[src/rtl/cbi980_pkg.sv]
// Shared constants and types for the CBI980 I2S transmitter.
// Used by the top (cbi980_i2s_tx) and the optional sample FIFO (cbi980_sync_fifo).
package cbi980_pkg;

    localparam int SLOT_LAST   = 31;
    localparam int SAMPLE_W    = 16;
    localparam int FRAME_W     = 32;
    localparam int LR_HI_FIRST = 15;
    localparam int LR_HI_LAST  = 30;
    localparam int LEVEL_W     = 5;

    typedef logic [4:0]         slot_t;
    typedef logic [FRAME_W-1:0] frame_t;

    // lrclk leads the data by one slot, so it is high for slots 15..30
    function automatic logic lrclk_for_slot(input slot_t s);
        return (s >= slot_t'(LR_HI_FIRST)) && (s <= slot_t'(LR_HI_LAST));
    endfunction

endpackage

[src/rtl/cbi980_sync_fifo.sv]
// Single-clock sample FIFO with occupancy count; DEPTH must be a power of two.
// Used by cbi980_i2s_tx only when CBI980_TX_FIFO_EN is defined.
module cbi980_sync_fifo
    import cbi980_pkg::*;
#(
    parameter int DEPTH = 4,
    parameter int WIDTH = 32
) (
    input  logic               aclk,
    input  logic               arstn,
    input  logic               push,
    input  logic [WIDTH-1:0]   push_data,
    input  logic               pop,
    output logic [WIDTH-1:0]   pop_data,
    output logic               full,
    output logic               empty,
    output logic [LEVEL_W-1:0] level
);

    localparam int AW = $clog2(DEPTH);

    logic [WIDTH-1:0]   mem [DEPTH];
    logic [AW-1:0]      wr_ptr;
    logic [AW-1:0]      rd_ptr;
    logic [LEVEL_W-1:0] level_q;
    logic               do_push;
    logic               do_pop;

    // no bypass: a full FIFO refuses a push even if it is popped in the same cycle
    assign do_push = push & ~full;
    assign do_pop  = pop & ~empty;

    always_ff @(posedge aclk or negedge arstn) begin
        if (!arstn) begin
            wr_ptr  <= '0;
            rd_ptr  <= '0;
            level_q <= '0;
        end else begin
            if (do_push) wr_ptr <= wr_ptr + AW'(1);
            if (do_pop)  rd_ptr <= rd_ptr + AW'(1);
            case ({do_push, do_pop})
                2'b10:   level_q <= level_q + LEVEL_W'(1);
                2'b01:   level_q <= level_q - LEVEL_W'(1);
                default: level_q <= level_q;
            endcase
        end
    end

    always_ff @(posedge aclk) begin
        if (do_push) mem[wr_ptr] <= push_data;
    end

    assign pop_data = mem[rd_ptr];
    assign full     = (level_q == LEVEL_W'(DEPTH));
    assign empty    = (level_q == '0);
    assign level    = level_q;

endmodule

[src/rtl/cbi980_i2s_tx.sv]
// I2S master transmitter: sample buffer, bclk divider, 32-slot frame serializer.
// Define CBI980_TX_FIFO_EN for a FIFO_DEPTH-entry FIFO; otherwise a single holding register.
module cbi980_i2s_tx
    import cbi980_pkg::*;
#(
    parameter int CLK_DIV    = 4,
    parameter int FIFO_DEPTH = 4
) (
    input  logic               aclk,
    input  logic               arstn,
    input  logic               en,
    input  logic [FRAME_W-1:0] s_data,
    input  logic               s_valid,
    output logic               s_ready,
    input  logic               urun_clr,
    output logic [LEVEL_W-1:0] level,
    output logic               urun,
    output logic               irq,
    output logic               i2s_bclk,
    output logic               i2s_lrclk,
    output logic               i2s_sdata
);

    localparam int DIV_W = 8;

    logic [1:0]       rst_sync;
    logic             rst_n;
    logic [DIV_W-1:0] div_q;
    logic             bclk_q;
    logic             lrclk_q;
    logic             sdata_q;
    logic             urun_q;
    slot_t            slot_q;
    slot_t            slot_nxt;
    frame_t           shreg_q;
    frame_t           frame_in;
    frame_t           head_data;
    logic             head_empty;
    logic             div_wrap;
    logic             bclk_fall;
    logic             slot0_entry;

    // assert asynchronously, release two aclk edges after arstn rises
    always_ff @(posedge aclk or negedge arstn) begin
        if (!arstn) rst_sync <= 2'b00;
        else        rst_sync <= {rst_sync[0], 1'b1};
    end
    assign rst_n = rst_sync[1];

    assign div_wrap    = (div_q == DIV_W'(CLK_DIV - 1));
    assign bclk_fall   = en & div_wrap & bclk_q;
    assign slot_nxt    = (slot_q == slot_t'(SLOT_LAST)) ? '0 : slot_q + slot_t'(1);
    assign slot0_entry = bclk_fall & (slot_q == slot_t'(SLOT_LAST));
    assign frame_in    = head_empty ? '0 : head_data;

`ifdef CBI980_TX_FIFO_EN
    logic fifo_full;

    cbi980_sync_fifo #(
        .DEPTH (FIFO_DEPTH),
        .WIDTH (FRAME_W)
    ) u_fifo (
        .aclk      (aclk),
        .arstn     (rst_n),
        .push      (s_valid),
        .push_data (s_data),
        .pop       (slot0_entry),
        .pop_data  (head_data),
        .full      (fifo_full),
        .empty     (head_empty),
        .level     (level)
    );

    assign s_ready = ~fifo_full;
`else
    // FIFO_DEPTH has no effect in the single-register build
    localparam int DEPTH_EFF = 1 + 0 * FIFO_DEPTH;

    logic   hold_valid;
    frame_t hold_data;

    always_ff @(posedge aclk or negedge rst_n) begin
        if (!rst_n) begin
            hold_valid <= 1'b0;
            hold_data  <= '0;
        end else if (s_valid && s_ready) begin
            hold_valid <= 1'b1;
            hold_data  <= s_data;
        end else if (slot0_entry) begin
            hold_valid <= 1'b0;
        end
    end

    assign level      = LEVEL_W'(hold_valid);
    assign s_ready    = (level != LEVEL_W'(DEPTH_EFF));
    assign head_empty = ~hold_valid;
    assign head_data  = hold_data;
`endif

    // dropping en abandons the frame; buffered samples stay put
    always_ff @(posedge aclk or negedge rst_n) begin
        if (!rst_n) begin
            div_q   <= '0;
            bclk_q  <= 1'b0;
            slot_q  <= slot_t'(SLOT_LAST);
            lrclk_q <= 1'b0;
            sdata_q <= 1'b0;
            shreg_q <= '0;
        end else if (!en) begin
            div_q   <= '0;
            bclk_q  <= 1'b0;
            slot_q  <= slot_t'(SLOT_LAST);
            lrclk_q <= 1'b0;
            sdata_q <= 1'b0;
        end else if (div_wrap) begin
            div_q  <= '0;
            bclk_q <= ~bclk_q;
            if (bclk_q) begin
                slot_q  <= slot_nxt;
                lrclk_q <= lrclk_for_slot(slot_nxt);
                if (slot0_entry) begin
                    sdata_q <= frame_in[FRAME_W-1];
                    shreg_q <= {frame_in[FRAME_W-2:0], 1'b0};
                end else begin
                    sdata_q <= shreg_q[FRAME_W-1];
                    shreg_q <= {shreg_q[FRAME_W-2:0], 1'b0};
                end
            end
        end else begin
            div_q <= div_q + DIV_W'(1);
        end
    end

    // a new underrun takes priority over a coincident clear
    always_ff @(posedge aclk or negedge rst_n) begin
        if (!rst_n)                        urun_q <= 1'b0;
        else if (slot0_entry & head_empty) urun_q <= 1'b1;
        else if (urun_clr)                 urun_q <= 1'b0;
    end

    assign urun      = urun_q;
    assign irq       = urun_q;
    assign i2s_bclk  = bclk_q;
    assign i2s_lrclk = lrclk_q;
    assign i2s_sdata = sdata_q;

endmodule
[config.mk]
export PLATFORM = sky130hd
export DESIGN_NAME = cbi980_i2s_tx
export DESIGN_NICKNAME = d
export VERILOG_FILES = /design/src/rtl/cbi980_pkg.sv /design/src/rtl/cbi980_sync_fifo.sv /design/src/rtl/cbi980_i2s_tx.sv
export SDC_FILE = /design/constraint.sdc
export NUM_CORES = 1
export LEC_CHECK = 0
export BUFFER_PORTS_ARGS = -buffer_cell sky130_fd_sc_hd__buf_2
export CELL_PAD_IN_SITES_DETAIL_PLACEMENT = 1
export CELL_PAD_IN_SITES_GLOBAL_PLACEMENT = 1
export CORE_MARGIN = 4
export CORE_UTILIZATION = 46
export CTS_BUF_LIST = sky130_fd_sc_hd__clkbuf_16
export DETAILED_ROUTE_END_ITERATION = 7
export PLACE_DENSITY = 0.87
export SLEW_MARGIN = 20
export SYNTH_ARGS = -nofsm -noshare
export SYNTH_HDL_FRONTEND = slang
export SYNTH_SLANG_ARGS = --single-unit
export TNS_END_PERCENT = 10
[constraint.sdc]
create_clock -name aclk -period 3.5 [get_ports aclk]
set_clock_uncertainty 0.2 [all_clocks]
set_input_delay 1.05 -clock aclk [delete_from_list [all_inputs] [get_ports aclk]]
set_output_delay 1.05 -clock aclk [all_outputs]
set_load 0.005 [all_outputs]
Yosys cells after proc, flatten, opt, wreduce, memory -nomap -nowiden
Cells that the tools add are included.
{ "word_totals": {"register_bits": 84, "in_bits": 37} }
{ "op_classes": {"n_addsub": 2, "magnitude_cmp": 2, "n_eq_ne": 4, "muxes": 21, "bitwise_logic": 6, "n_reduce_logical": 6} }
{ "op_table": {"columns": ["cell", "count"], "rows": [
  ["32-bit 2-to-1 mux", 2],
  ["5-bit 2-to-1 mux", 4],
  ["8-bit 2-to-1 mux", 2],
  ["1-bit 2-to-1 mux", 13],
  ["8-bit by 1-bit adder with 8-bit output, second input constant", 1],
  ["8-bit by 2-bit == test with 1-bit output, second input constant", 1],
  ["5-bit by 1-bit adder with 5-bit output, second input constant", 1],
  ["5-bit == test, second input constant", 1],
  ["5-bit by 4-bit >= comparator with 1-bit output, second input constant", 1],
  ["5-bit less-or-equal comparator, second input constant", 1],
  ["1-bit bitwise AND", 4],
  ["2-bit by 1-bit inequality test with 1-bit output, second input constant", 2],
  ["2-bit nonzero test", 2],
  ["3-bit AND reduction", 1],
  ["1-bit logical AND", 2],
  ["1-bit NOT", 2],
  ["2-bit AND reduction", 1]
]} }

Logic depth before layout (Yosys ltp)
{ "depth": {"word_depth": 8, "mapped_depth": 8, "depth_no_buf": 7} }

Least setup slack after synthesis
Ideal clock, no wire load.
{ "synth_timing": {"path_kind": "flip-flop to flip-flop", "from": "register slot_q[0]", "to": "register shreg_q[21]", "arrival_time_ps": 1985, "setup_slack_ps": 1242, "path_stages_with_launch": 9, "n_path_buf": 1, "period_less_slack_ps": 2258, "path_cell_list": "dfstp_2 ha_1 and3_1 ha_1 clkinv_1 nor2_1 buf_2 a22oi_1 a21oi_2"} }
{ "synth_between": {"elab_chain_cells": 3} }
{ "synth_lines": {"columns": ["item", "line_no", "source"], "rows": [
  ["from (decl)", "cbi980_i2s_tx.sv:33", "slot_t slot_q;"],
  ["from (signal assigned)", "cbi980_i2s_tx.sv:105", "slot_q <= slot_t'(SLOT_LAST);"],
  ["from (signal assigned)", "cbi980_i2s_tx.sv:112", "slot_q <= slot_t'(SLOT_LAST);"],
  ["from (signal assigned)", "cbi980_i2s_tx.sv:119", "slot_q <= slot_nxt;"],
  ["5-bit == test", "cbi980_i2s_tx.sv:53", "assign slot0_entry = bclk_fall & (slot_q == slot_t'(SLOT_LAST));"],
  ["1-bit bitwise AND", "cbi980_i2s_tx.sv:53", null],
  ["32-bit 2-to-1 mux", "cbi980_i2s_tx.sv:121", "if (slot0_entry) begin"],
  ["to (signal assigned)", "cbi980_i2s_tx.sv:123", "shreg_q <= {frame_in[FRAME_W-2:0], 1'b0};"],
  ["to (signal assigned)", "cbi980_i2s_tx.sv:126", "shreg_q <= {shreg_q[FRAME_W-2:0], 1'b0};"],
  ["to (decl)", "cbi980_i2s_tx.sv:35", "frame_t shreg_q;"]
]} }
Every way passes these cells.
A chain may end at the register's enable or synchronous reset.

Worst setup path in the final report
{ "layout_timing": {"from": "register slot_q[0]", "to": "register shreg_q[14]"} }
The elaborated chain is that of the path after synthesis.

==> flow_summary.yaml <==
layout:
  drive_gt1_frac: 0.353
  diodes: 0
  layout.nets: 383
  synthToLayoutAreaGrowth_pct: 15.7
  final_cell_area_um2: 4190
synthesis:
  synth_edf_count: 0
  synth_area_um2: 3620
  synthAdderAreaFrac: 0.0104
  synth_compound_area_frac: 0.140
  ys_types: 37
  synth_top_family_by_area: "compound AO/OA/AOI/OAI gates"
  synth-simple-area-share: 0.102
  ys_ff_latch: 83
  yosys.area.top_type: "dfrtp_1"
  syn_inst: 303
  synthArstFlopShare: 1.00
  dominantRegCellSynth: "dfrtp_1"
  synthMuxAreaShare: 0.0996
  syn_area_per_cell_um2: 11.9
  synth_top_area_frac: 0.539
  ys_seq_area_frac: 0.576
  synth_area_leaders: "dfrtp_1 (54%), mux2_2 (10%), a22oi_1 (6.0%)"
  synth_xor_area_frac: 0.0218
  ys_warn_count: 0
pwr:
  p_int_mw: 1.79
  power.density_nw_per_um2: 566
  switching_share: 0.246
  power_leakage_nw: 1.98
  ir_worst_vdd_uv: 432
  p_sw_mw: 0.582
  power.share.clock: 0.379
  seqPwrFrac: 0.504
  power_frac_comb: 0.116
placed_design:
  place_congestion: 0.727
  placedInstanceArea_um2: 3870
  portBuffers: 43
  dp_hpwl_mm: 4.97
routing:
  drcViolationCount: 0
  ant_nets: 0
  num_vias: 2433
  drtIter0Drc: 100
  routed_wirelength_mm: 7.63
  viasPerCell: 5.41
  avgRoutedWirePerCell_um: 16.9
  firstDrtPassIters: 4
sta:
  drv_slew: 0
  relSlewSlack: 0.528
  setup_viol: 0
  rsz0062_at_grt: "false"
  timing.fmax_ghz: 0.380
  finalHoldViolCount: 0
  finalSetupTns_ns: 0
  post-route-period-util: 0.753
  min_period_ns: 2.63
  worst_pin_slew_ns: 0.708
die:
  die-area_um2: 9350
  start_util: 0.471
  die_y_um: 96.7
  core_um2: 7690
  rows: 32
  die_width_um: 96.7
  io_pins: 48
critical_path:
  r2r-end: "shreg_q[14]"
  end_kind: "flip-flop"
  startpoint: "slot_q[0]"
  setup.worst_path.class: "reg -> reg"
  worstPathRequired_ns: 3.54
  critPathMaxFanout: 20
  cp-start-kind: "flip-flop"
  r2r_slack_ns: 0.87
  worst_r2r_startpoint: "slot_q[0]"
  critical_path.endpoint: "shreg_q[14]"
  ff2ff_path_depth: 9
  cp.arrival_ns: 2.68
cts:
  numCtsBuffers: 9
  cts_tree: "done"
  cts-root-buf: "clkbuf_16"
  ctsResizeCount: 0
  cts_hold_buf: 0
  clock_latency_ns: 0.33
  cts.sinks: 83
  cts_buffer_depth: 2
  postCtsSetupBuffers: 0
  clk_pin_slew_ns: 0.06
  htreeDepth: 3
grt:
  grt_pass1_vias: 2622
  grt_pass1_wl_mm: 13.1
  overflow: 0
  track_usage: 0.172
  antenna_found_initial: 0
  grt_max_degree: 82
run:
  cap_violations: 0
status:
  status: "complete, no violations"
hold_path:
  hold_class: "reg -> async"
cell type report:
| cell class | count | area (um^2) |
|---|---|---|
| timing repair buffer | 50 | 288 |
| multi-input combinational | 194 | 1380 |
| tap | 102 | 128 |
| inverter | 5 | 18.8 |
| fill | 846 | 3500 |
| clock inverter | 7 | 58.8 |
| sequential | 83 | 2090 |
| clock buffer | 9 | 225 |
worst min-delay path by stage:
stage | start | end | slack (ns) | cells past startpoint
2_1_floorplan | rst_sync[0] | rst_sync[1] | 0.13 | 0
3_3_place_gp | rst_sync[0] | rst_sync[1] | 0.14 | 0
3_5_place_dp | rst_sync[0] | rst_sync[1] | 0.14 | 0
4_1_cts | rst_sync[0] | rst_sync[1] | 0.16 | 0
5_1_grt | rst_sync[1] | head_data[10] | 0.12 | 0
6_report | rst_sync[1] | shreg_q[20] | 0.08 | 0
state kept, by name (all words and copies together), names as in the netlist:
register and count:
shreg_q 31, i2s_lrclk 1, head_data 32, i2s_bclk 1, slot_q 5, i2s_sdata 1, irq 1, hold_valid 1
rst_sync 2, div_q 8
logic make-up after synthesis:
logic type | count (synthesis)
mux | 32
xor+xnor | 9
other cells | 2
simple gates | 74
flops | 83
buf+inv | 29
fa+ha+maj | 3
compound gates | 71
power groups by stage:
stage	sequential, mW	combinational, mW	clock, mW
floorplan	1.18	0.206	0
global placement	1.21	0.239	0
detailed placement	1.22	0.261	0
CTS	1.21	0.266	0.921
global route	1.21	0.311	0.969
finish	1.19	0.275	0.898
metal layers:
layer	GRT usage	part of all wire
met5	0	0
met4	0.0562	0.019
met3	0.0490	0.030
met2	0.293	0.53
met1	0.209	0.42
cells in the mapped netlist, types with 2 or more instances:
cell type	n
dfstp_2	5
and3_1	5
inv_1	4
nand2_1	6
ha_1	3
o21ai_0	4
buf_4	8
xnor2_1	3
conb_1	2
clkbuf_1	5
nor2_1	39
a22oi_1	29
dfrtp_1	78
a21oi_2	15
mux2_2	32
nor2b_1	2
buf_6	4
a21oi_1	18
xor2_1	6
buf_2	7
nand3_1	11
and2_1	2
critical path: stages (launching register included):
cell,delay (ns)
dfstp_2,0.57
ha_1,0.23
and3_1,0.17
ha_1,0.30
clkinv_1,0.15
buf_4,0.23
nor2_2,0.14
buf_4,0.23
a22oi_1,0.11
a21oi_1,0.20
cells in the final DEF (no fill, tap or decap), types with 2 or more instances in the layout:
master,count
a21oi_1,18
a21oi_2,15
a22oi_1,29
and2_1,2
and3_1,5
buf_2,43
buf_4,6
clkbuf_16,9
clkinv_1,5
conb_1,5
dfrtp_1,77
dfstp_2,5
ha_1,3
inv_1,4
mux2_2,32
nand2_1,6
nand3_1,11
nor2_1,38
o21ai_0,4
xnor2_1,3
xor2_1,6
per-stage QoR:
step / std cells / power, mW / setup WS (ns) / utilization / hold slack, ns
CTS: 449 / 2.39 / 0.841 / 0.541 / 0.159
floorplan: 306 / 1.39 / 0.826 / - / 0.131
detailed placement: 433 / 1.48 / 0.815 / 0.504 / 0.137
finish: 450 / 2.37 / 0.865 / 0.545 / 0.0769
global route: 450 / 2.49 / 0.602 / 0.545 / 0.115
global placement: 433 / 1.45 / 0.944 / 0.504 / 0.139
Power figures use the tool's default switching activity.
